===== config.mk =====
export PLATFORM = sky130hd
export DESIGN_NAME = mc_ctrl_flat
export DESIGN_NICKNAME = d
export VERILOG_FILES = /design/src/rtl/mc_pkg.sv /design/src/rtl/mc_ctrl_if.sv /design/src/rtl/mc_decode.sv /design/src/rtl/mc_ctrl.sv /design/src/flat_wrapper.sv
export SDC_FILE = /design/constraint.sdc
export NUM_CORES = 1
export LEC_CHECK = 0
export CORE_MARGIN = 2
export CORE_UTILIZATION = 45
export DETAILED_ROUTE_END_ITERATION = 16
export DONT_BUFFER_PORTS = 1
export GPL_TIMING_DRIVEN = 0
export HOLD_SLACK_MARGIN = 0.1
export PLACE_DENSITY = 0.7
export SYNTH_ARGS = -nofsm -noshare
export SYNTH_HDL_FRONTEND = slang
export SYNTH_SLANG_ARGS = --single-unit

===== constraint.sdc =====
create_clock -name clk -period 2.4 [get_ports clk]
set_input_delay 0.6 -clock clk [delete_from_list [all_inputs] [get_ports clk]]
set_output_delay 0.6 -clock clk [all_outputs]
set_load 0.01 [all_outputs]

===== src/rtl/mc_pkg.sv =====
// Shared types and encodings for the multi-cycle MIPS-subset controller.
package mc_pkg;

  // FSM states; the encoding is visible on the debug state port.
  typedef enum logic [2:0] {
    FETCH  = 3'd0,
    DECODE = 3'd1,
    EXEC   = 3'd2,
    MEM    = 3'd3,
    WB     = 3'd4,
    TRAP   = 3'd5
  } state_t;

  // Instruction classes as seen by the sequencer.
  typedef enum logic [2:0] {
    CL_ALU   = 3'd0,
    CL_LOAD  = 3'd1,
    CL_STORE = 3'd2,
    CL_BEQ   = 3'd3,
    CL_LUI   = 3'd4,
    CL_JAL   = 3'd5,
    CL_JR    = 3'd6
  } class_t;

  // Opcodes
  localparam logic [5:0] OP_RTYPE = 6'h00;
  localparam logic [5:0] OP_JAL   = 6'h03;
  localparam logic [5:0] OP_BEQ   = 6'h04;
  localparam logic [5:0] OP_ORI   = 6'h0D;
  localparam logic [5:0] OP_LUI   = 6'h0F;
  localparam logic [5:0] OP_LH    = 6'h21;
  localparam logic [5:0] OP_LW    = 6'h23;
  localparam logic [5:0] OP_SW    = 6'h2B;

  // R-type function codes
  localparam logic [5:0] FN_SLL  = 6'h00;
  localparam logic [5:0] FN_JR   = 6'h08;
  localparam logic [5:0] FN_ADD  = 6'h20;
  localparam logic [5:0] FN_ADDU = 6'h21;
  localparam logic [5:0] FN_SUB  = 6'h22;
  localparam logic [5:0] FN_SUBU = 6'h23;
  localparam logic [5:0] FN_SLT  = 6'h2A;

  // ALU function codes, matching the datapath ALU
  localparam logic [2:0] ALU_ADD = 3'd0;
  localparam logic [2:0] ALU_SUB = 3'd1;
  localparam logic [2:0] ALU_OR  = 3'd2;
  localparam logic [2:0] ALU_SLL = 3'd3;

  // ALU B-operand selects
  localparam logic [2:0] B_READ2 = 3'd0;
  localparam logic [2:0] B_SEXT  = 3'd1;
  localparam logic [2:0] B_ZEXT  = 3'd2;
  localparam logic [2:0] B_SHAMT = 3'd3;

  // Next-PC selects
  localparam logic [2:0] NPC_SEQ  = 3'd0;
  localparam logic [2:0] NPC_BEQ  = 3'd1;
  localparam logic [2:0] NPC_JUMP = 3'd2;
  localparam logic [2:0] NPC_REG  = 3'd3;

  // GRF write-address selects
  localparam logic [1:0] RA_RD = 2'd0;
  localparam logic [1:0] RA_RT = 2'd1;
  localparam logic [1:0] RA_31 = 2'd2;

  // GRF write-data selects
  localparam logic [2:0] RD_ALU  = 3'd0;
  localparam logic [2:0] RD_DM   = 3'd1;
  localparam logic [2:0] RD_LUI  = 3'd2;
  localparam logic [2:0] RD_PC4  = 3'd3;
  localparam logic [2:0] RD_HALF = 3'd4;
  localparam logic [2:0] RD_SLT  = 3'd5;

  // Everything the sequencer needs to know about the latched instruction.
  typedef struct packed {
    class_t     cls;
    logic       illegal;
    logic [2:0] alu_op;
    logic [2:0] alu_b_op;
    logic       a1_op;
    logic [1:0] reg_addr_op;
    logic [2:0] reg_data_op;
    logic [2:0] wb_npc_op;
  } dec_t;

endpackage


===== src/rtl/mc_ctrl_if.sv =====
// Controller <-> datapath bundle: instruction/DM handshake in, selects out.
interface mc_ctrl_if #(
  parameter int CNT_W = 32
);
  logic [31:0]      instr;
  logic             mem_ready;
  logic             pc_write;
  logic [2:0]       next_pc_op;
  logic             reg_write;
  logic             a1_op;
  logic [1:0]       reg_addr_op;
  logic [2:0]       reg_data_op;
  logic [2:0]       alu_op;
  logic [2:0]       alu_b_op;
  logic             mem_req;
  logic             mem_write;
  logic             retire;
  logic             illegal;
  logic [CNT_W-1:0] instr_count;
  logic [2:0]       state;

  modport master (
    input  instr, mem_ready,
    output pc_write, next_pc_op, reg_write, a1_op, reg_addr_op, reg_data_op,
           alu_op, alu_b_op, mem_req, mem_write, retire, illegal,
           instr_count, state
  );

  modport slave (
    output instr, mem_ready,
    input  pc_write, next_pc_op, reg_write, a1_op, reg_addr_op, reg_data_op,
           alu_op, alu_b_op, mem_req, mem_write, retire, illegal,
           instr_count, state
  );
endinterface


===== src/rtl/mc_decode.sv =====
// Combinational decoder: opcode/funct of the latched IR -> class and selects.
module mc_decode
  import mc_pkg::*;
(
  input  logic [5:0] op,
  input  logic [5:0] funct,
  output dec_t       dec
);

  // Table lookup; anything not listed is flagged illegal.
  always_comb begin
    dec = '0;
    dec.cls = CL_ALU;
    case (op)
      OP_RTYPE: begin
        case (funct)
          FN_ADDU, FN_ADD: dec.alu_op = ALU_ADD;
          FN_SUBU, FN_SUB: dec.alu_op = ALU_SUB;
          FN_SLT: begin
            dec.alu_op      = ALU_SUB;
            dec.reg_data_op = RD_SLT;
          end
          FN_SLL: begin
            dec.alu_op   = ALU_SLL;
            dec.alu_b_op = B_SHAMT;
            dec.a1_op    = 1'b1;
          end
          FN_JR: begin
            dec.cls       = CL_JR;
            dec.wb_npc_op = NPC_REG;
          end
          default: dec.illegal = 1'b1;
        endcase
      end
      OP_ORI: begin
        dec.alu_op      = ALU_OR;
        dec.alu_b_op    = B_ZEXT;
        dec.reg_addr_op = RA_RT;
      end
      OP_LUI: begin
        dec.cls         = CL_LUI;
        dec.reg_addr_op = RA_RT;
        dec.reg_data_op = RD_LUI;
      end
      OP_LW, OP_LH: begin
        dec.cls         = CL_LOAD;
        dec.alu_op      = ALU_ADD;
        dec.alu_b_op    = B_SEXT;
        dec.reg_addr_op = RA_RT;
        dec.reg_data_op = (op == OP_LW) ? RD_DM : RD_HALF;
      end
      OP_SW: begin
        dec.cls      = CL_STORE;
        dec.alu_op   = ALU_ADD;
        dec.alu_b_op = B_SEXT;
      end
      OP_BEQ: begin
        dec.cls    = CL_BEQ;
        dec.alu_op = ALU_SUB;
      end
      OP_JAL: begin
        dec.cls         = CL_JAL;
        dec.reg_addr_op = RA_31;
        dec.reg_data_op = RD_PC4;
        dec.wb_npc_op   = NPC_JUMP;
      end
      default: dec.illegal = 1'b1;
    endcase
  end

endmodule


===== src/rtl/mc_ctrl.sv =====
// Multi-cycle controller: FETCH/DECODE/EXEC/MEM/WB sequencing with DM
// handshake, optional MEM timeout, illegal-instruction trap, retire counter.
module mc_ctrl
  import mc_pkg::*;
#(
  parameter int          CNT_W       = 32,
  parameter int unsigned MEM_TIMEOUT = 0
) (
  input  logic      clk,
  input  logic      reset,
  mc_ctrl_if.master bus
);

  localparam bit          TIMEOUT_EN = (MEM_TIMEOUT != 0);
  localparam logic [31:0] WAIT_LAST  = TIMEOUT_EN ? 32'(MEM_TIMEOUT - 1) : 32'd0;

  state_t           state_reg, state_next;
  logic [31:0]      wait_reg, wait_next;
  logic [5:0]       ir_op_reg, ir_funct_reg;
  logic [CNT_W-1:0] count_reg;
  dec_t             dec;

  logic       pc_write, reg_write, a1_op, mem_req, mem_write, retire, illegal;
  logic [2:0] next_pc_op, reg_data_op, alu_op, alu_b_op;
  logic [1:0] reg_addr_op;

  // Operand fields go straight from IM to the datapath; only op/funct are kept here.
  logic instr_unused;
  assign instr_unused = ^bus.instr[25:6];

  mc_decode u_decode (
    .op    (ir_op_reg),
    .funct (ir_funct_reg),
    .dec   (dec)
  );

  // State register and MEM wait counter.
  always_ff @(posedge clk or negedge reset) begin
    if (!reset) begin
      state_reg <= FETCH;
      wait_reg  <= '0;
    end else begin
      state_reg <= state_next;
      wait_reg  <= wait_next;
    end
  end

  // Instruction register (op/funct) and retired-instruction counter.
  always_ff @(posedge clk or negedge reset) begin
    if (!reset) begin
      ir_op_reg    <= '0;
      ir_funct_reg <= '0;
      count_reg    <= '0;
    end else begin
      if (state_reg == FETCH) begin
        ir_op_reg    <= bus.instr[31:26];
        ir_funct_reg <= bus.instr[5:0];
      end
      if (retire) count_reg <= count_reg + 1'b1;
    end
  end

  // Next-state logic, including the bounded MEM wait.
  always_comb begin
    state_next = state_reg;
    wait_next  = wait_reg;
    case (state_reg)
      FETCH:  state_next = DECODE;
      DECODE: begin
        if (dec.illegal)                             state_next = TRAP;
        else if (dec.cls inside {CL_LUI, CL_JAL, CL_JR}) state_next = WB;
        else                                         state_next = EXEC;
      end
      EXEC: begin
        if (dec.cls == CL_BEQ)                          state_next = FETCH;
        else if (dec.cls inside {CL_LOAD, CL_STORE})    state_next = MEM;
        else                                            state_next = WB;
      end
      MEM: begin
        if (bus.mem_ready) begin
          wait_next  = '0;
          state_next = (dec.cls == CL_STORE) ? FETCH : WB;
        end else if (TIMEOUT_EN && wait_reg == WAIT_LAST) begin
          wait_next  = '0;
          state_next = TRAP;
        end else if (TIMEOUT_EN) begin
          wait_next = wait_reg + 32'd1;
        end
      end
      WB:      state_next = FETCH;
      TRAP:    state_next = TRAP;
      default: state_next = FETCH;
    endcase
  end

  // Moore-style select outputs; only the sw retire in MEM follows mem_ready.
  always_comb begin
    pc_write    = 1'b0;
    next_pc_op  = NPC_SEQ;
    reg_write   = 1'b0;
    a1_op       = 1'b0;
    reg_addr_op = RA_RD;
    reg_data_op = RD_ALU;
    alu_op      = ALU_ADD;
    alu_b_op    = B_READ2;
    mem_req     = 1'b0;
    mem_write   = 1'b0;
    retire      = 1'b0;
    illegal     = 1'b0;
    // ALU selects held from EXEC through WB so the address/result stays valid.
    if (state_reg inside {EXEC, MEM, WB}) begin
      alu_op   = dec.alu_op;
      alu_b_op = dec.alu_b_op;
      a1_op    = dec.a1_op;
    end
    case (state_reg)
      EXEC: begin
        if (dec.cls == CL_BEQ) begin
          pc_write   = 1'b1;
          next_pc_op = NPC_BEQ;
          retire     = 1'b1;
        end
      end
      MEM: begin
        mem_req   = 1'b1;
        mem_write = (dec.cls == CL_STORE);
        if (bus.mem_ready && dec.cls == CL_STORE) begin
          pc_write = 1'b1;
          retire   = 1'b1;
        end
      end
      WB: begin
        reg_write   = (dec.cls != CL_JR);
        pc_write    = 1'b1;
        retire      = 1'b1;
        reg_addr_op = dec.reg_addr_op;
        reg_data_op = dec.reg_data_op;
        next_pc_op  = dec.wb_npc_op;
      end
      TRAP:    illegal = 1'b1;
      default: ;
    endcase
  end

  assign bus.pc_write    = pc_write;
  assign bus.next_pc_op  = next_pc_op;
  assign bus.reg_write   = reg_write;
  assign bus.a1_op       = a1_op;
  assign bus.reg_addr_op = reg_addr_op;
  assign bus.reg_data_op = reg_data_op;
  assign bus.alu_op      = alu_op;
  assign bus.alu_b_op    = alu_b_op;
  assign bus.mem_req     = mem_req;
  assign bus.mem_write   = mem_write;
  assign bus.retire      = retire;
  assign bus.illegal     = illegal;
  assign bus.instr_count = count_reg;
  assign bus.state       = state_reg;

endmodule


===== src/flat_wrapper.sv =====
// flat-port wrapper written by rule: the top's interface ports become plain ports
module mc_ctrl_flat import mc_pkg::*;
#(
  parameter int          CNT_W       = 32,
  parameter int unsigned MEM_TIMEOUT = 0
)
  (clk, reset, bus_instr, bus_mem_ready, bus_pc_write, bus_next_pc_op, bus_reg_write, bus_a1_op, bus_reg_addr_op, bus_reg_data_op, bus_alu_op, bus_alu_b_op, bus_mem_req, bus_mem_write, bus_retire, bus_illegal, bus_instr_count, bus_state);
  mc_ctrl_if #(.CNT_W(CNT_W)) bus_i ();
  input  logic clk;
  input  logic reset;
  input wire logic [$bits(bus_i.instr)-1:0] bus_instr;
  input wire logic [$bits(bus_i.mem_ready)-1:0] bus_mem_ready;
  output wire logic [$bits(bus_i.pc_write)-1:0] bus_pc_write;
  output wire logic [$bits(bus_i.next_pc_op)-1:0] bus_next_pc_op;
  output wire logic [$bits(bus_i.reg_write)-1:0] bus_reg_write;
  output wire logic [$bits(bus_i.a1_op)-1:0] bus_a1_op;
  output wire logic [$bits(bus_i.reg_addr_op)-1:0] bus_reg_addr_op;
  output wire logic [$bits(bus_i.reg_data_op)-1:0] bus_reg_data_op;
  output wire logic [$bits(bus_i.alu_op)-1:0] bus_alu_op;
  output wire logic [$bits(bus_i.alu_b_op)-1:0] bus_alu_b_op;
  output wire logic [$bits(bus_i.mem_req)-1:0] bus_mem_req;
  output wire logic [$bits(bus_i.mem_write)-1:0] bus_mem_write;
  output wire logic [$bits(bus_i.retire)-1:0] bus_retire;
  output wire logic [$bits(bus_i.illegal)-1:0] bus_illegal;
  output wire logic [$bits(bus_i.instr_count)-1:0] bus_instr_count;
  output wire logic [$bits(bus_i.state)-1:0] bus_state;
  assign bus_i.instr = bus_instr;
  assign bus_i.mem_ready = bus_mem_ready;
  assign bus_pc_write = bus_i.pc_write;
  assign bus_next_pc_op = bus_i.next_pc_op;
  assign bus_reg_write = bus_i.reg_write;
  assign bus_a1_op = bus_i.a1_op;
  assign bus_reg_addr_op = bus_i.reg_addr_op;
  assign bus_reg_data_op = bus_i.reg_data_op;
  assign bus_alu_op = bus_i.alu_op;
  assign bus_alu_b_op = bus_i.alu_b_op;
  assign bus_mem_req = bus_i.mem_req;
  assign bus_mem_write = bus_i.mem_write;
  assign bus_retire = bus_i.retire;
  assign bus_illegal = bus_i.illegal;
  assign bus_instr_count = bus_i.instr_count;
  assign bus_state = bus_i.state;
  mc_ctrl #(.CNT_W(CNT_W), .MEM_TIMEOUT(MEM_TIMEOUT)) u_core (.clk(clk), .reset(reset), .bus(bus_i));
endmodule

==> results of run 1 <==
==> repair_timing <==
item                                    CTS  global route
endpoints found under the setup margin   14            15
gates resized for setup                   6            26
endpoints found under the hold margin    47             0
setup buffers                             5             4
hold buffers                              1             0
pin swaps                                 2             4
==> metal layers <==
metal	up-vias	GRT usage, %	routed length [um]
li1	1019	-	-
met1	1060	26.75	2870
met2	77	29.84	2964
met3	11	6.374	429
met4	0	6.102	111
met5	-	0	0
==> metrics by stage <==
stage | TNS, ns | cells | worst slack [ns]
after floorplan | 0 | 278 | 0.009043
after global placement | -0.3602 | 353 | -0.1053
after detailed placement | -0.4266 | 353 | -0.09830
after CTS | -3.435 | 367 | -0.3929
after global routing | -3.767 | 370 | -0.4398
final | -2.872 | 370 | -0.3838
==> logic make-up after synthesis <==
| group | share of synthesized area (%) |
|---|---|
| adder cells (fa/ha/maj) | 0.8340 |
| multiplexers | 4.124 |
| AO/OA/AOI/OAI | 7.091 |
| XOR/XNOR | 10.38 |
| other | 0.1389 |
| buffers and inverters | 4.680 |
| flip-flops | 43.56 |
| AND/OR/NAND/NOR | 29.19 |
==> synthesized netlist by cell type, drive strengths merged, types with 2 or more instances <==
cell / count
a211oi: 2
a31oi: 3
nor4b: 3
nor2: 23
mux2: 9
buf: 14
o41ai: 2
and3: 7
xor2: 20
or4: 2
a22o: 2
nand2: 26
a21oi: 6
inv: 8
nand3: 12
nand4: 14
or2: 3
clkbuf: 2
nor4: 15
nand2b: 3
o21ai: 8
xnor2: 12
dfrtp: 47
or3: 3
nor2b: 3
nor3: 10
==> final cells by class <==
cell class | instances | area [sq um]
buffer | 15 | 108.9
clock buffer | 5 | 68.82
clock inverter | 3 | 71.32
fill | 502 | 2679
inverter | 8 | 33.78
multi-input combinational | 207 | 1521
sequential | 47 | 1179
tap | 75 | 93.84
timing repair buffer | 10 | 95.09
==> worst register-to-register path, cell delays in order (launching register included) <==
cell	delay, ns
dfrtp_1	0.44
clkbuf_4	0.21
nor3_1	0.76
buf_2	0.36
mux2_1	0.35
==> where the power goes <==
part / internal (mW) / total, mW / switching, mW
registers: 0.791 / 0.791 / 0
logic: 0.00925 / 0.0281 / 0.0188
clock network: 0.423 / 0.715 / 0.292
==> path summary, 6_finish.rpt <==
| kind | from | endpoint |
|---|---|---|
| hold reg to reg | u_core.bus.instr_count[5]$_DFFE_PN0P_ | u_core.bus.instr_count[5]$_DFFE_PN0P_ |
| min in group clk | bus_instr[31] | u_core.ir_op_reg[5]$_DFFE_PN0P_ |
| setup reg to reg | u_core.bus.state[0]$_DFFE_PN0P_ | u_core.ir_funct_reg[5]$_DFFE_PN0P_ |
| max in group asynchronous | reset | u_core.ir_op_reg[3]$_DFFE_PN0P_ |
| hold / removal | reset | u_core.ir_funct_reg[1]$_DFFE_PN0P_ |
| setup / recovery | u_core.ir_op_reg[3]$_DFFE_PN0P_ | bus_alu_b_op[0] |
==> impl_metrics.csv, run 1 <==
group,metric,value,unit
setup_path,crit_family,"simple AND/OR/NAND/NOR gates",
clocking,cts.sinks,47,
sta,slew_violations,0,
setup_path,slowest_stage,"or4b_4",
sta,fin_ws,-0.3838,ns
synth,async_reset_ff_share,100.0,%
setup_path,cp_num_buf_inv,0,
setup_path,crit_arrival,2.18,ns
global_route,grt_usage,19.68,%
floorplanning,dieHeight,81.46,um
floorplanning,start_util,46.15,%
synth,netlist_area,2700,sq um
power_and_ir_drop,ir_drop,0.0003800,V
drt,routedWlPerCell,17.23,um
setup_path,worst-path-stages,4,
clocking,clk_path_buf_depth,2,
job,drv_cap,0,
drt,drt_iter0_markers,196,
finish,drive_gt1_share,25.08,%
sta,min_period_over_period,116.0,%
global_route,grt.overflow.total,0,
drt,drt_pre_antenna_iters,4,
power_and_ir_drop,finalPower,1.534,mW
sta,worstMarginPinSlew,0.9040,ns
synth,synth_largest_area_cell,"dfrtp_1",
sta,rsz0062_at_grt,"true",
sta,finalHoldViolCount,0,
setup_path,reg2reg_depth,4,
synth,synthTopCellsByArea,"dfrtp_1, xor2_1, nor4_2",
finish,final_area,3172,sq um
drt,routed_wirelength,6376,um
floorplanning,die_w,81.46,um
setup_path,worst_setup_path_start_kind,"flop",
placement,post-dp-hpwl,4467,um
sta,fmax,0.3592,GHz
clocking,root_buffer,"clkbuf_8",
global_route,grt_pass1_vias,2017,
synth,synth-edff-count,0,
finish,final_cell_mix,"dfrtp_1, nand2_1, nor2_1, xor2_1, nand4_1",
setup_path,worstPathMaxFanout,8,
synth,synth.avg_cell_area,9.783,sq um
sta,fin_skew,0.006472,ns
global_route,grt_pass1_wl,10050,um
synth,synth_seq_area_share,43.56,%
global_route,grt_max_degree,48,
drt,vias,2167,
power_and_ir_drop,p_per_area,483.6,nW/um^2
global_route,antenna_found_initial,0,
synth,netlist.area_leader.share,43.56,%
setup_path,r2r_slack,0.17,ns
setup_path,worstPathRequired,1.80,ns
clocking,cts_tree,"built",
synth,synth-seq-cells,47,
finish,largest_reg_flops,32,
synth,syn_inst,276,
floorplanning,die_area,6636,sq um
setup_path,cpPeakStageDelay,0.57,ns
setup_path,path_cells,"or4_4, nor3_4, or4b_4, o21ai_4",
synth,synth_cell_types,56,
status,status,"complete, but fails checks",
sta,relSlewSlack,39.27,%
hold_path,min_path_type,"in -> async",
synth,synth-main-ff-cell,"dfrtp_1",
placement,place.gp.congestion,0.9851,
clocking,htree_levels,2,
floorplanning,rows,28,
drt,ant_nets,0,
sta,hold_ws,0.1336,ns
synth,ys_warn_count,0,
placement,portBuffers,0,
setup_path,crit_path_end_kind,"output pin",
clocking,path_clk_slew,0.09,ns
finish,finalNetCount,330,
clocking,worstSkewPairLatency,0.30,ns
drt,viasPerCell,5.857,
sta,period_needed,2.784,ns
setup_path,worstSetupPathType,"reg -> out",
finish,final_common_cell,"dfrtp_1",
clocking,cts_buffers,5,
power_and_ir_drop,p_leak,1.434,nW
drt,drcViolationCount,0,
finish,utilization,54.21,%
placement,place_area,2824,sq um
floorplanning,pin_count,91,
status,failed_checks,"setup timing",
finish,diodes,0,
sta,setup_viol,12,
floorplanning,core,5851,sq um
finish,syn_to_final_growth,17.47,%
No activity file was read; power rests on OpenSTA's default activity.
==> run 2, diff against run 1 <==
CELL_PAD_IN_SITES_DETAIL_PLACEMENT = 1   (was not set)
CELL_PAD_IN_SITES_GLOBAL_PLACEMENT = 1   (was not set)
CORE_UTILIZATION = 42   (was 45)
PLACE_DENSITY = 0.83   (was 0.7)
==> run 2 against run 1 <==
Compared with the run above:
- the run still ends with setup timing left
- maximum frequency is 1.7% higher
- clock power down 28%
- sequential power is essentially flat
- flip-flop and latch count unchanged
- worst hold slack worse by 0.012 ns
- die area increased by 6.8%
- setup slack improved by 0.048 ns
- clock skew up 0.0076 ns
- largest cell class unchanged
==> impl_metrics.csv, run 2 (same netlist as run 1, synthesis figures left out) <==
group,metric,value,unit
status,status,"complete, but fails checks",
status,failed_checks,"setup timing",
clocking,cts.sinks,47,
drt,drt_iter0_markers,124,
global_route,antenna_found_initial,1,
hold_path,min_path_type,"in -> async",
drt,vias,2205,
sta,fin_ws,-0.3361,ns
floorplanning,start_util,43.01,%
setup_path,r2r_start,"u_core.bus.state[0]$_DFFE_PN0P_",
power_and_ir_drop,p_per_area,423.6,nW/um^2
finish,final_common_cell,"dfrtp_1",
finish,fillCellCount,704,
finish,drive_gt1_share,26.44,%
floorplanning,dieHeight,84.18,um
finish,final_cell_mix,"dfrtp_1, nand2_1, nor2_1, xor2_1, nand4_1",
setup_path,slowest_stage,"or4b_4",
global_route,grt_pass1_vias,2177,
drt,routedWlPerCell,19.46,um
drt,drcViolationCount,0,
clocking,worstSkewPairLatency,0.31,ns
sta,min_period_over_period,114.0,%
drt,routed_wirelength,7239,um
global_route,grt_usage,19.78,%
setup_path,cpPeakStageDelay,0.57,ns
clocking,cts_tree,"built",
finish,final_area,3153,sq um
power_and_ir_drop,p_leak,1.421,nW
floorplanning,die_w,84.18,um
sta,worstMarginPinSlew,0.9424,ns
setup_path,crit_path_end_kind,"output pin",
setup_path,worstPathMaxFanout,4,
sta,fin_skew,0.01406,ns
clocking,cts_buffers,5,
finish,syn_to_final_growth,16.77,%
setup_path,worstSetupPathType,"reg -> out",
floorplanning,die_area,7086,sq um
placement,portBuffers,0,
sta,rsz0062_at_grt,"true",
sta,finalHoldViolCount,0,
global_route,grt.overflow.total,0,
sta,slew_violations,0,
finish,largest_reg_flops,32,
setup_path,path_cells,"or4_4, nor3_4, or4b_4, o21ai_4",
finish,diodes,0,
sta,setup_viol,12,
setup_path,worstPathRequired,1.80,ns
finish,finalNetCount,330,
placement,place.gp.congestion,0.8366,
setup_path,crit_arrival,2.14,ns
job,drv_cap,0,
clocking,path_clk_slew,0.10,ns
setup_path,worst_setup_path_start_kind,"flop",
drt,drt_pre_antenna_iters,4,
sta,setup_tns,-3.159,ns
floorplanning,rows,29,
floorplanning,pin_count,91,
floorplanning,core,6277,sq um
sta,period_needed,2.736,ns
sta,fmax,0.3655,GHz
drt,viasPerCell,5.927,
global_route,grt_max_degree,48,
placement,post-dp-hpwl,4940,um
global_route,grt_pass1_wl,11230,um
clocking,root_buffer,"clkbuf_8",
placement,place_area,2826,sq um
sta,relSlewSlack,36.69,%
drt,ant_nets,0,
setup_path,cp-startpoint,"u_core.ir_op_reg[1]$_DFFE_PN0P_",
clocking,htree_levels,2,
clocking,clk_path_buf_depth,2,
power_and_ir_drop,ir_drop,0.0002612,V
## run 2: cell count changes in the layout (fill, tap and decap cells not counted), sizes merged
cell	change
clkinvlp	-1
inv	+1
clkinv	+1
clkbuf	+1
bufinv	-2
## run 2: metal layers
metal	share of wire (%)	wire [um]	GRT usage, %
met1	45	3261	26.64
met2	49	3554	31.60
met3	4.9	355	5.900
met4	0.94	68	4.692
met5	0	0	0
## run 2: what timing repair did
item                                    in CTS  in global routing
resized for setup                           20                 16
pin swaps                                    3                  5
hold buffers                                 1                  0
setup buffers                                5                  5
hold endpoints to repair                    47                  0
endpoints found under the setup margin      14                 20
## run 2: final timing paths
path	endpoint	slack [ns]	depth (start not counted)
worst max-delay path	bus_alu_b_op[0]	-0.34	4
min in group clk	u_core.ir_op_reg[2]$_DFFE_PN0P_	0.42	2
worst max register to register	u_core.ir_funct_reg[2]$_DFFE_PN0P_	0.16	4
worst min-delay path	u_core.bus.state[2]$_DFFE_PN0P_	0.12	1
max in group asynchronous	u_core.bus.state[1]$_DFFE_PN0P_	2.01	1
worst min register to register	u_core.bus.instr_count[31]$_DFFE_PN0P_	0.54	1
## run 2: final cells by class
cell class	instances	area (sq um)	area share, %
multi-input cells	207	1548	49.09
flip-flops and latches	47	1180	37.42
repair buffers	11	110.1	3.492
well taps	77	96.34	3.056
plain buffers	14	90.09	2.857
clock buffers	6	82.58	2.619
inverters	8	32.53	1.032
clock inverters	2	13.76	0.4365
## run 2: critical path, delay by kind of cell, from the launching register on
family             cells  cell delay, ns
DFF                    1            0.41
and+or+nand+nor        3            1.32
AOI/OAI and AO/OA      1            0.11
## run 2: stage by stage
step / hold WS [ns] / setup WS, ns / std cells / utilization (%) / power, mW
6_report: 0.1221 / -0.3361 / 372 / 50.23 / 1.336
3_3_place_gp: 0.3060 / -0.1869 / 355 / 45.03 / 0.8149
2_1_floorplan: 0.3044 / 0.009043 / 278 / - / 0.8147
4_1_cts: 0.1404 / -0.3544 / 369 / 49.11 / 1.355
3_5_place_dp: 0.3064 / -0.1846 / 355 / 45.03 / 0.8149
5_1_grt: 0.1353 / -0.4158 / 372 / 50.23 / 1.389
## run 2: power breakdown
group | switching (mW) | internal (mW) | total (mW) | leakage (nW)
Clock | 0.279 | 0.236 | 0.515 | 0.0516
Sequential | 0 | 0.791 | 0.791 | 0.629
Combinational | 0.0201 | 0.00927 | 0.0294 | 0.741
Total | 0.299 | 1.04 | 1.34 | 1.42
==> edit 1, RTL diff (settings of run 2) <==
`CNT_W` is set to 32 in 3 places; all go to 36.
--- a/src/rtl/mc_ctrl_if.sv
+++ b/src/rtl/mc_ctrl_if.sv
@@ -1,5 +1,5 @@
 // Controller <-> datapath bundle: instruction/DM handshake in, selects out.
 interface mc_ctrl_if #(
-  parameter int CNT_W = 32
+  parameter int CNT_W = 36
 );
   logic [31:0]      instr;
--- a/src/rtl/mc_ctrl.sv
+++ b/src/rtl/mc_ctrl.sv
@@ -4,5 +4,5 @@
   import mc_pkg::*;
 #(
-  parameter int          CNT_W       = 32,
+  parameter int          CNT_W       = 36,
   parameter int unsigned MEM_TIMEOUT = 0
 ) (
--- a/src/flat_wrapper.sv
+++ b/src/flat_wrapper.sv
@@ -2,5 +2,5 @@
 module mc_ctrl_flat import mc_pkg::*;
 #(
-  parameter int          CNT_W       = 32,
+  parameter int          CNT_W       = 36,
   parameter int unsigned MEM_TIMEOUT = 0
 )
Interface: changed (resized bus_instr_count); port bits go from 91 to 95. The function was not compared with the original's and may differ.
==> edit 1 against run 2 <==
- sequential cell count up 4
- setup slack better by 0.24 ns
- synthesized cell count grew 9.4%
- the run still ends with negative setup slack left
- synthesized area grew 11%
- first-iteration DRC count up 20%
- global-route usage rose by 1.4 points
- wire length grew 26%
- critical path type unchanged
- utilization up 5.1 points
- register-to-register slack got worse by 0.19 ns
- critical endpoint unchanged
- cell area is 20% higher
Power is not compared: it rests on default switching activity, and its combinational part moved more than twofold at a synthesized area within 25%.
==> edit 1: results (changes against run 2) <==
The via density per instance is 6.027 (was 5.927). The clock transition at the registers of the reported paths works out to 0.11 ns. Top area cells in the synthesized netlist: sky130_fd_sc_hd__dfrtp_1, sky130_fd_sc_hd__xor2_1, sky130_fd_sc_hd__a2111oi_2, sky130_fd_sc_hd__mux2_2, sky130_fd_sc_hd__nand4_1 (was sky130_fd_sc_hd__dfrtp_1, sky130_fd_sc_hd__xor2_1, sky130_fd_sc_hd__nor4_2, sky130_fd_sc_hd__xnor2_1, sky130_fd_sc_hd__nand2_1). The all-layer global routing usage was 0.2118 (was 0.1978); the post-CTS setup buffer count was 14 (was 5). The fraction of final layout cells with drive strength greater than 1 was 0.3333 (was 0.2644).

The tools report the number of nets in the layout as 377 (was 330). The flow ran to the end, but the final reports show violations. For the quantity of gates resized following cts, the log shows 60 (was 20). The sequential element share of the synthesized area is 0.4259 (was 0.4356).

Violations in the final reports: negative setup slack (unchanged). Slowest stage cell on the critical path: sky130_fd_sc_hd__dfrtp_1 (was sky130_fd_sc_hd__or4b_4). Commonest cells post-synth: sky130_fd_sc_hd__dfrtp_1, sky130_fd_sc_hd__xor2_1, sky130_fd_sc_hd__nand2_1, sky130_fd_sc_hd__a21oi_1, sky130_fd_sc_hd__nand4_1 (was sky130_fd_sc_hd__dfrtp_1, sky130_fd_sc_hd__nand2_1, sky130_fd_sc_hd__nor2_1, sky130_fd_sc_hd__xor2_1, sky130_fd_sc_hd__nand4_1). The longest individual stage delay on the worst path is 0.38 ns (was 0.57 ns), and the fill cell total of the finished layout is 756 (was 704).

The run gives 9112 um (was 7239 um) as the routed wire length. Critical-path maximum fanout: 8 (was 4). The relative max-transition margin is 0.4587 (was 0.3669).

The tools report the cell at the root of the clock tree as sky130_fd_sc_hd__clkbuf_8 (unchanged). The flip-flop count of the largest register after layout was 36 (was 32); the worst clock skew was 0.01006 ns (was 0.01406 ns). The minimum setup slack in the final design is -0.09733 ns (was -0.3361 ns), and the number of design-rule violations left by the first detailed-router iteration is 149 (was 124).

Placed wire-length estimate: 5462 um (was 4940 um). The global-route wire length before repair was 13030 um (was 11230 um); the data arrival time of the worst path was 1.90 ns (was 2.14 ns). The instance count of the mapped netlist is 302 (was 276).

The number of distinct library cell variants in the gate-level netlist after synthesis is 47 (was 56), and the number of setup violations in the final report is 12 (unchanged). The largest net degree at the start of global routing was 52 (was 48); the number of global-route vias before repair was 2593 (was 2177). The run gives 0.8869 (was 0.8366) as the routability-driven placement congestion ratio.
edit 1: final cells by class:
class                   instances  share of cell area
inverters                      16             0.01753
repair buffers                 32             0.06980
plain buffers                  18             0.03936
well taps                      96             0.03176
diodes                          1           0.0006616
flip-flops and latches         51              0.3384
multi-input cells             217              0.4780
clock inverters                 3            0.006285
clock buffers                   5             0.01819
edit 1: path summary, 6_finish.rpt:
| kind | from | end | slack (ns) | depth (start not counted) |
|---|---|---|---|---|
| max in group asynchronous | reset | u_core.ir_op_reg[2] | 2.02 | 1 |
| min in group clk | bus_instr[28] | u_core.ir_op_reg[2] | 0.41 | 2 |
| worst max register to register | u_core.ir_op_reg[5] | u_core.bus.instr_count[29] | -0.03 | 9 |
| worst max-delay path | u_core.ir_op_reg[3] | bus_alu_b_op[0] | -0.1 | 7 |
| worst min register to register | u_core.bus.instr_count[35] | u_core.bus.instr_count[35] | 0.54 | 1 |
| worst min-delay path | reset | u_core.bus.instr_count[15] | 0.14 | 1 |
edit 1: layer usage:
layer / vias up / part of all wire / GRT usage
li1: 1184 / - / -
met1: 1343 / 0.41 / 0.2680
met2: 99 / 0.50 / 0.3465
met3: 20 / 0.070 / 0.06437
met4: 0 / 0.019 / 0.07025
met5: - / 0 / 0
edit 1: cell families (layout without fill, tap and decap cells):
group                      count (synthesis)  in the layout  synth area share
and+or+nand+nor                          101            101            0.1921
AOI/OAI and AO/OA                         63             63            0.1704
muxes                                     11             11           0.04134
buffers and inverters                     36             74           0.05345
xor gates and xnor gates                  37             37            0.1081
other                                      1              4          0.001251
DFF                                       51             51            0.4259
adders and majority gates                  2              2          0.007515
edit 1: power breakdown:
part / total [mW] / internal [mW] / switching (mW)
logic: 1.67 / 0.738 / 0.937
clock network: 0.518 / 0.209 / 0.308
registers: 1.42 / 1.07 / 0.354
edit 1: through the flow:
step	cells	instance area, sq um	setup WS (ns)	TNS [ns]
after floorplan	304	3004	0.03987	0
after global placement	400	3124	-0.4301	-2.436
after detailed placement	400	3124	-0.4376	-2.801
after CTS	422	3557	-0.01232	-0.01232
after global routing	439	3782	-0.1832	-2.680
final	439	3782	-0.09733	-0.5011
edit 1: worst reg2reg max path, stage by stage, from the launching register on:
cell and delay (ns):
sky130_fd_sc_hd__dfrtp_1 0.42, sky130_fd_sc_hd__buf_6 0.16, sky130_fd_sc_hd__nand4b_1 0.21, sky130_fd_sc_hd__nor4_4 0.38, sky130_fd_sc_hd__o21ai_4 0.09, sky130_fd_sc_hd__buf_4 0.14, sky130_fd_sc_hd__buf_4 0.15, sky130_fd_sc_hd__buf_4 0.21
sky130_fd_sc_hd__a2111oi_2 0.41, sky130_fd_sc_hd__xor2_1 0.20
==> edit 2, RTL diff (flow settings as in run 2) <==
Without the edit above. Reset style: synchronous (`reset`), changed in 2 clocked blocks.
--- a/src/rtl/mc_ctrl.sv
+++ b/src/rtl/mc_ctrl.sv
@@ -36,5 +36,5 @@
 
   // State register and MEM wait counter.
-  always_ff @(posedge clk or negedge reset) begin
+  always_ff @(posedge clk) begin
     if (!reset) begin
       state_reg <= FETCH;
@@ -47,5 +47,5 @@
 
   // Instruction register (op/funct) and retired-instruction counter.
-  always_ff @(posedge clk or negedge reset) begin
+  always_ff @(posedge clk) begin
     if (!reset) begin
       ir_op_reg    <= '0;
Behaviour: differs if reset is asserted again (counterexample within 4 cycles, from zero or initial values and one cycle with reset low); with reset held inactive, the same outputs for 10 cycles.
==> edit 2 against run 2 <==
- the flow still finishes with violations (negative setup slack)
- synthesized area down 1.4%
- global-route usage up 4.8 points
- cell area down 0.99%
- clock skew down 0.0071 ns
- count of clock-buffer cells in the layout up 2
- sequential cell count unchanged
- wire length up 20%
- setup slack better by 0.30 ns
- largest cell class unchanged
- highest routed layer unchanged
Power is not compared: it rests on default switching activity, and its combinational part moved more than twofold at a synthesized area within 25%.
==> edit 2: results (changes against run 2) <==
The flow ran to the end, but the final reports show violations. Violations in the final reports: negative setup slack (unchanged). The length in cells of the worst reg-to-reg path was 8 (was 4). Top area cells in the synthesized netlist: sky130_fd_sc_hd__dfxtp_1, sky130_fd_sc_hd__a21oi_1, sky130_fd_sc_hd__nand2_1, sky130_fd_sc_hd__or3_1, sky130_fd_sc_hd__nand3_1 (was sky130_fd_sc_hd__dfrtp_1, sky130_fd_sc_hd__xor2_1, sky130_fd_sc_hd__nor4_2, sky130_fd_sc_hd__xnor2_1, sky130_fd_sc_hd__nand2_1). The tools report the worst clock skew as 0.006924 ns (was 0.01406 ns). The async set-reset flop share out of synthesis came out at 0 (was 1.000). For the number of global-route vias before repair, the log shows 2783 (was 2177).

The clock transition at the registers of the reported paths came out at 0.08 ns (was 0.10 ns). The cell leakage power was 1.016 nW. Commonest cells post-synth: sky130_fd_sc_hd__a21oi_1, sky130_fd_sc_hd__dfxtp_1, sky130_fd_sc_hd__nand2_1, sky130_fd_sc_hd__nand3_1, sky130_fd_sc_hd__o21ai_0 (was sky130_fd_sc_hd__dfrtp_1, sky130_fd_sc_hd__nand2_1, sky130_fd_sc_hd__nor2_1, sky130_fd_sc_hd__xor2_1, sky130_fd_sc_hd__nand4_1). The data arrival time of the worst path is 1.84 ns (was 2.14 ns). The placed wire-length estimate was 6038 um (was 4940 um); the slew of the pin with the lowest slew margin was 0.5628 ns (was 0.9424 ns).

The classification of the worst-slack hold path is input port to flop (was input port to asynchronous set/reset pin). The run gives 0.002765 sq mm (was 0.002826 sq mm) as the placement-stage cell area. The logs give 5 (unchanged) for the number of buffers created by CTS and 0 (unchanged) for the final antenna-violating net count.

The number of inserted diodes is 0 (unchanged), and the initial antenna violation count is 0 (was 1). The minimum setup slack in the final design came out at -0.03811 ns (was -0.3361 ns). The run gives 0.2456 (was 0.1978) as the all-layer global routing usage. The logs give 410 (was 330) for the number of nets in the layout and 0.4977 mV for the worst supply voltage drop on vdd.

The number of distinct library cell variants in the gate-level netlist after synthesis was 46 (was 56); the routability-driven placement congestion ratio was 0.8312 (was 0.8366). The fraction of final layout cells with drive strength greater than 1 came out at 0.1680 (was 0.2644). The count of TritonRoute iterations in the first routing pass was 4 (unchanged). Largest net degree at the start of global routing: 19 (was 48).

The global-route wire length before repair was 14150 um (was 11230 um). Fill cell total of the finished layout: 787 (was 704). The tools report the number of warnings printed during yosys synthesis as 0 (unchanged). For the setup TNS, the log shows -0.04545 ns (was -3.159 ns). Critical-path maximum fanout: 5 (was 4).

The main flop type after synthesis is sky130_fd_sc_hd__dfxtp_1 (was sky130_fd_sc_hd__dfrtp_1). The flip-flop count of the largest register after layout was 32 (unchanged). The clock insertion delay at the later pin of the skew report came out at 0.30 ns. The tools report the register cell area after layout as 947.2 sq um (was 0.001180 sq mm).

Number of setup violations in the final report: 3 (was 12). The logs give 0.3535 (was 0.4356) for the sequential element share of the synthesized area and 2804 (was 2205) for the via count. The detail-routed net length per standard cell is 19.14 um (was 19.46 um). The run gives 91 (was 124) as the number of design-rule violations left by the first detailed-router iteration.
## edit 2: cell count changes after synthesis, sizes merged, moves of 11 or more
cell,before,now
dfrtp,47,0
dfxtp,0,47
a21oi,6,52
xor2,20,0
nand2,26,45
or3,3,18
clkbuf,2,16
o21ai,8,20
o31ai,0,12
xnor2,12,1
## edit 2: timing repair
item	in CTS	in global routing
buffers inserted	12	2
gates cloned	0	0
resized for setup	34	16
endpoints found under the setup margin	14	29
pin swaps	9	10
## edit 2: final timing paths
| kind | start | endpoint | slack [ns] |
|---|---|---|---|
| setup reg to reg | u_core.ir_op_reg[1] | u_core.bus.instr_count[9] | 0.08 |
| setup / recovery | u_core.ir_op_reg[1] | bus_retire | -0.04 |
| hold / removal | bus_instr[26] | u_core.ir_op_reg[0] | 0.42 |
| hold reg to reg | u_core.ir_funct_reg[3] | u_core.ir_funct_reg[3] | 0.54 |
## edit 2: logic make-up after synthesis
family                   share of synthesized area
XOR/XNOR                                  0.003292
AND/OR/NAND/NOR                             0.3568
adder cells (fa/ha/maj)                   0.004701
flip-flops                                  0.3535
other                                     0.001409
multiplexers                              0.007523
AO/OA/AOI/OAI                               0.2073
buffers and inverters                      0.06535
## edit 2: worst max-delay path, stage by stage, from the launching register on
cell and delay, ns:
sky130_fd_sc_hd__dfxtp_2 0.34, sky130_fd_sc_hd__buf_4 0.14, sky130_fd_sc_hd__nor4_4 0.30, sky130_fd_sc_hd__a41oi_1 0.15, sky130_fd_sc_hd__o22a_2 0.29, sky130_fd_sc_hd__buf_12 0.14, sky130_fd_sc_hd__inv_8 0.07, sky130_fd_sc_hd__buf_6 0.10
## edit 2: report_power, final
part | internal (mW) | leakage (nW) | switching, mW
Sequential | 0.886 | 0.383 | 0.173
Clock | 0.263 | 0.0515 | 0.262
Combinational | 0.623 | 0.581 | 0.882
Total | 1.77 | 1.02 | 1.32
## edit 2: final cells by class
class	instances	area share
Buffer	24	0.05611
Clock buffer	8	0.03206
Inverter	6	0.009619
Multi-Input combinational cell	276	0.5343
Sequential cell	47	0.3034
Tap cell	77	0.03086
Timing Repair Buffer	14	0.03367
## edit 2: metrics by stage
stage	hold slack, ns	worst slack (ns)	instances
2_1_floorplan	0.4625	0.1028	357
3_3_place_gp	0.4824	-0.2529	434
3_5_place_dp	0.4872	-0.2842	434
4_1_cts	0.4195	-0.04577	453
5_1_grt	0.4114	-0.09514	452
6_report	0.4230	-0.03811	452
## edit 2: per-layer routing
metal  part of all wire  global-route usage  routed length, um
met5                  0                   0                  0
met4              0.021             0.08211                183
met3              0.045             0.05539                387
met2               0.53              0.4480               4585
met1               0.40              0.2814               3496
